<file path="src/rtl/note_scan_ctrl.sv">
// note_scan_ctrl
// Four-digit time-multiplexed seven-segment controller for the FPGA piano.
// Remembers the last four distinct notes played (newest on the rightmost
// digit) and scans the anodes. Each digit slot starts with a blanking
// interval so that the segment pattern of one digit never ghosts onto the next.
module note_scan_ctrl #(
    parameter int DIGIT_TICKS = 100000,  // cycles per digit slot, >= 2
    parameter int BLANK_TICKS = 1000     // blank cycles at slot start, < DIGIT_TICKS
) (
    input  logic       clk,
    input  logic       rst_n,
    input  logic [3:0] note,
    input  logic       clr,
    output logic [7:0] seg,
    output logic [3:0] an
);

    localparam int              TW        = (DIGIT_TICKS > 1) ? $clog2(DIGIT_TICKS) : 1;
    localparam logic [TW-1:0]   TICK_LAST = TW'(DIGIT_TICKS - 1);
    localparam logic [TW-1:0]   BLANK_END = TW'(BLANK_TICKS);
    localparam logic [3:0]      NOTE_NONE = 4'd8;

    // Scan position
    logic [TW-1:0]   tick_cnt_reg;
    logic [TW-1:0]   tick_cnt_next;
    logic [1:0]      dig_reg;
    logic [1:0]      dig_next;
    logic            slot_end;

    // Note capture and history (hist_reg[0] is the newest note)
    logic [3:0]      note_q_reg;
    logic            capture;
    logic [3:0][3:0] hist_reg;
    logic [3:0][3:0] shift_in;

    // Registered display outputs
    logic [3:0]      shown_note;
    logic            blank_phase;
    logic [7:0]      seg_reg;
    logic [7:0]      seg_next;
    logic [3:0]      an_reg;
    logic [3:0]      an_next;

    // Active-low {P,G,F,E,D,C,B,A} glyph for a note code; codes 8..15 are blank.
    function automatic logic [7:0] decode(input logic [3:0] code);
        logic [7:0] glyph;
        case (code)
            4'd0:    glyph = 8'b0100_0110;  // C with DP: octave 5
            4'd1:    glyph = 8'b1000_0011;  // b
            4'd2:    glyph = 8'b1000_1000;  // A
            4'd3:    glyph = 8'b1100_0010;  // G
            4'd4:    glyph = 8'b1000_1110;  // F
            4'd5:    glyph = 8'b1000_0110;  // E
            4'd6:    glyph = 8'b1010_0001;  // d
            4'd7:    glyph = 8'b1100_0110;  // C
            default: glyph = 8'hFF;
        endcase
        return glyph;
    endfunction

    // A new event only when a real note differs from last cycle's note, so a
    // held key fires once and a repeat must pass through "none" first.
    assign capture = (note < NOTE_NONE) && (note != note_q_reg);

    // Shift chain: each slot takes the value of its newer neighbour on capture.
    for (genvar gi = 0; gi < 4; gi++) begin : g_shift
        if (gi == 0) begin : g_head
            assign shift_in[gi] = note;
        end else begin : g_tail
            assign shift_in[gi] = hist_reg[gi-1];
        end
    end

    // Last-cycle note register, updated every cycle even during a clear.
    always_ff @(posedge clk or negedge rst_n) begin
        if (!rst_n) begin
            note_q_reg <= NOTE_NONE;
        end else begin
            note_q_reg <= note;
        end
    end

    // History register: clear has priority over a simultaneous capture.
    always_ff @(posedge clk or negedge rst_n) begin
        if (!rst_n) begin
            hist_reg <= {4{NOTE_NONE}};
        end else if (clr) begin
            hist_reg <= {4{NOTE_NONE}};
        end else if (capture) begin
            hist_reg <= shift_in;
        end
    end

    // Next scan position: tick wraps at slot end and advances the digit.
    always_comb begin
        slot_end      = (tick_cnt_reg == TICK_LAST);
        tick_cnt_next = slot_end ? '0 : tick_cnt_reg + TW'(1);
        dig_next      = slot_end ? dig_reg + 2'd1 : dig_reg;
    end

    // Scan position register.
    always_ff @(posedge clk or negedge rst_n) begin
        if (!rst_n) begin
            tick_cnt_reg <= '0;
            dig_reg      <= 2'd0;
        end else begin
            tick_cnt_reg <= tick_cnt_next;
            dig_reg      <= dig_next;
        end
    end

    // Display pattern for the current scan position; all off while blanking.
    always_comb begin
        shown_note  = hist_reg[dig_reg];
        blank_phase = (tick_cnt_reg < BLANK_END);
        if (blank_phase) begin
            an_next  = 4'hF;
            seg_next = 8'hFF;
        end else begin
            an_next  = ~(4'b0001 << dig_reg);
            seg_next = decode(shown_note);
        end
    end

    // Output register so seg and an always switch on the same edge.
    always_ff @(posedge clk or negedge rst_n) begin
        if (!rst_n) begin
            seg_reg <= 8'hFF;
            an_reg  <= 4'hF;
        end else begin
            seg_reg <= seg_next;
            an_reg  <= an_next;
        end
    end

    assign seg = seg_reg;
    assign an  = an_reg;

endmodule

</file>
<file path="config.mk">
export PLATFORM = sky130hd
export DESIGN_NAME = note_scan_ctrl
export DESIGN_NICKNAME = d
export VERILOG_FILES = /design/src/rtl/note_scan_ctrl.sv
export SDC_FILE = /design/constraint.sdc
export NUM_CORES = 1
export LEC_CHECK = 0
export BUFFER_PORTS_ARGS = -buffer_cell sky130_fd_sc_hd__buf_2
export CAP_MARGIN = 20
export CORE_MARGIN = 2
export CORE_UTILIZATION = 64
export CTS_BUF_LIST = sky130_fd_sc_hd__clkbuf_2
export DETAILED_ROUTE_END_ITERATION = 10
export PLACE_DENSITY = 0.9
export SLEW_MARGIN = 25
export SYNTH_ARGS = -nofsm -noshare
export SYNTH_HDL_FRONTEND = slang
export SYNTH_SLANG_ARGS = --single-unit
</file>
<file path="constraint.sdc">
create_clock -name clk -period 3 [get_ports clk]
set_clock_uncertainty 0.05 [all_clocks]
set_input_delay 0.15 -clock clk [delete_from_list [all_inputs] [get_ports clk]]
set_output_delay 0.15 -clock clk [all_outputs]
set_load 0.05 [all_outputs]
</file>
==> impl_metrics.py <==
metrics = {
    "clock_tree": {
        "cts_tree": "built",
        "htree_levels": 2,
        "cts.sinks": 51,
        "clk_path_buf_depth": 2,
        "root_buffer": "clkbuf_2",
        "cts_inserted_buffers": 5,
        "clkTransAtPathRegs_ns": 0.24,
        "clk_latency_ns": 0.44,
    },
    "placed_design": {
        "io_buffers": 18,
        "place_hpwl_microns": 2690,
        "numPlacedInstances": 259,
        "place_congestion": 0.804,
    },
    "die": {
        "coreArea_sq_mm": 0.00342,
        "dieArea_sq_mm": 0.00415,
        "fp.dieH_microns": 64.4,
        "io_pins": 19,
        "die_w_microns": 64.4,
        "initial_core_util_pct": 68.4,
        "num_rows": 21,
    },
    "global_routing": {
        "grt_usage_pct": 23.4,
        "grt_pass1_vias": 1545,
        "grt_max_degree": 52,
        "grt.overflow.total": 0,
        "antenna_found_initial": 0,
        "grt_pass1_wl_microns": 7170,
    },
    "route": {
        "vias": 1555,
        "via_per_inst": 5.70,
        "ant_nets": 0,
        "drtIter0Drc": 216,
        "wl_per_cell_microns": 15.2,
        "routed_wl_microns": 4140,
        "drt_first_pass_iters": 4,
        "route.detailed.drc": 0,
    },
    "power_and_ir_drop": {
        "p_comb_share_pct": 7.3,
        "switching_share_pct": 24.5,
        "power.internal_w": 0.000797,
        "vdd_drop_max_uv": 229,
        "pwr-share-clk_pct": 25.4,
        "power_leakage_nw": 1.12,
        "p_sw_w": 0.000258,
        "sequentialPowerShare_pct": 67.3,
        "p_per_area_mw_per_mm2": 410,
    },
    "flow_run": {
        "maxCapViolCount": 0,
    },
    "critical_path": {
        "slowest_delay_ns": 0.76,
        "reg2reg_slack_ns": 1.04,
        "path_cells": "xnor2_1 -> a41oi_2 -> buf_4 -> nor3_1 -> a21oi_1",
        "slowest_stage": "a41oi_2",
        "r2r_cells": 5,
        "crit_type": "flop to flop",
        "arrival_ns": 2.27,
        "critPathMaxFanout": 13,
        "end_kind": "flop",
        "timing.rr.start": "note_q_reg[2]",
        "start_kind": "flop",
        "required_ns": 3.31,
        "r2r_end": "hist_reg[7]",
    },
    "timing": {
        "tightestPinTransition_ns": 0.915,
        "fin_tns_setup_ns": 0,
        "hold_viol_final": 0,
        "fin_crit_sh_pct": 65.5,
        "maxSlewViolCount": 0,
        "timing.final.crit_period_ns": 1.96,
        "slew_headroom_pct": 39.0,
        "finalSetupViolCount": 0,
        "rsz0062_at_grt": "false",
        "fmax_ghz": 0.509,
    },
    "cells_and_area": {
        "drive_gt1_share_pct": 24.2,
        "area.growth.synth_to_final_pct": 10.1,
        "diodes": 0,
        "largest_reg_flops": 17,
        "final_cells": 273,
        "finalNetCount": 244,
        "fin_util_pct": 75.3,
        "nFillCells": 211,
    },
    "synth": {
        "async_flop_share_pct": 100,
        "synth_edf_count": 0,
        "netlist_instances": 199,
        "ys_seq_area_share_pct": 55.6,
        "yosysWarnings": 0,
        "synth_area_leaders": "dfrtp_1, dfstp_2, ha_1",
        "synth.most_common_cell": "dfrtp_1",
        "yosysTopAreaCellShare_pct": 36.4,
        "synth_commonest_cells": "dfrtp_1, nor2_1, nand2_1",
        "yosys.area.top_type": "dfrtp_1",
        "synth.distinct_cells": 36,
        "syn_avg_cell_area_sq_um": 11.7,
        "syn_area_sq_mm": 0.00233,
        "synthFlopType": "dfrtp_1",
        "ys_ff_latch": 51,
        "synthesis.nets": 217,
    },
    "hold_path": {
        "hold_class": "input port to async pin",
    },
    "run_status": {
        "outcome": "completed",
    },
}
==> area by class of cell <==
type                    instances  area [sq um]  share of cell area, %
clock inverters                 1          5.00                  0.195
repair buffers                 26           168                   6.52
multi-input cells             133           975                   37.9
clock buffers                   7          35.0                   1.36
well taps                      46          57.6                   2.24
flip-flops and latches         51          1300                   50.5
inverters                       9          33.8                   1.31
==> power groups by stage <==
stage,clock [W],combinational [W],sequential [W]
global route,0.000309,0.0000849,0.000712
detailed placement,0,0.0000710,0.000720
finish,0.000268,0.0000772,0.000710
CTS,0.000269,0.0000763,0.000709
global placement,0,0.0000659,0.000719
floorplan,0,0.0000419,0.000718
==> worst max path at each step <==
stage	to	depth (start not counted)	start	slack [ns]
finish	hist_reg[7]	5	note_q_reg[2]	1.04
global route	hist_reg[7]	5	note_q_reg[2]	0.94
CTS	hist_reg[7]	5	note_q_reg[2]	1.06
detailed placement	hist_reg[15]	5	note_q_reg[2]	1.10
global placement	hist_reg[7]	5	note_q_reg[0]	1.20
floorplan	seg[6]	4	dig_reg[0]	1.28
==> metal layers <==
metal,global-route usage (%),wire [microns],vias to the layer above
li1,-,-,725
met1,31.0,1800,763
met2,35.3,1960,51
met3,6.69,197,16
met4,11.7,180,0
met5,0,0,-
==> through the flow <==
stage               hold WS [ns]  power [W]  instance area (sq um)  setup slack [ns]
floorplan                 -0.196   0.000759                   2330              1.28
global placement           0.224   0.000785                   2470              1.20
detailed placement         0.151   0.000791                   2470              1.10
CTS                       0.0166    0.00105                   2560              1.06
global route               0.192    0.00111                   2570             0.941
finish                     0.168    0.00105                   2570              1.04
==> cell usage in the layout (no fill, tap or decap), drive strengths merged, types with 8 or more instances in the layout <==
| cell | count |
|---|---|
| dfrtp | 34 |
| nor2 | 28 |
| buf | 20 |
| nand2 | 18 |
| dfstp | 17 |
| xnor2 | 15 |
| mux2i | 13 |
| ha | 11 |
| inv | 9 |
| nand3 | 8 |
==> what timing repair did <==
item | CTS | global route
hold buffers | 5 | 1
hold endpoints to repair | 39 | 3
resized for setup | 0 | 0
setup buffers | 0 | 0
==> cells by family (layout without fill, tap and decap cells) <==
logic type / count (synthesis) / after routing / synth area share, %
buffers and inverters: 15 / 43 / 3.00
adders and majority gates: 11 / 11 / 5.89
AOI/OAI and AO/OA: 10 / 10 / 3.38
and+or+nand+nor: 76 / 76 / 15.5
muxes: 18 / 18 / 9.91
xor gates and xnor gates: 18 / 18 / 6.75
DFF: 51 / 51 / 55.6
==> critical path, delay by kind of cell, from the launching register on <==
family | cells | cell delay [ns]
AOI/OAI and AO/OA | 2 | 0.89
DFF | 1 | 0.45
buffers and inverters | 1 | 0.28
xor gates and xnor gates | 1 | 0.16
and+or+nand+nor | 1 | 0.05
(Power assumes the default switching activity.)
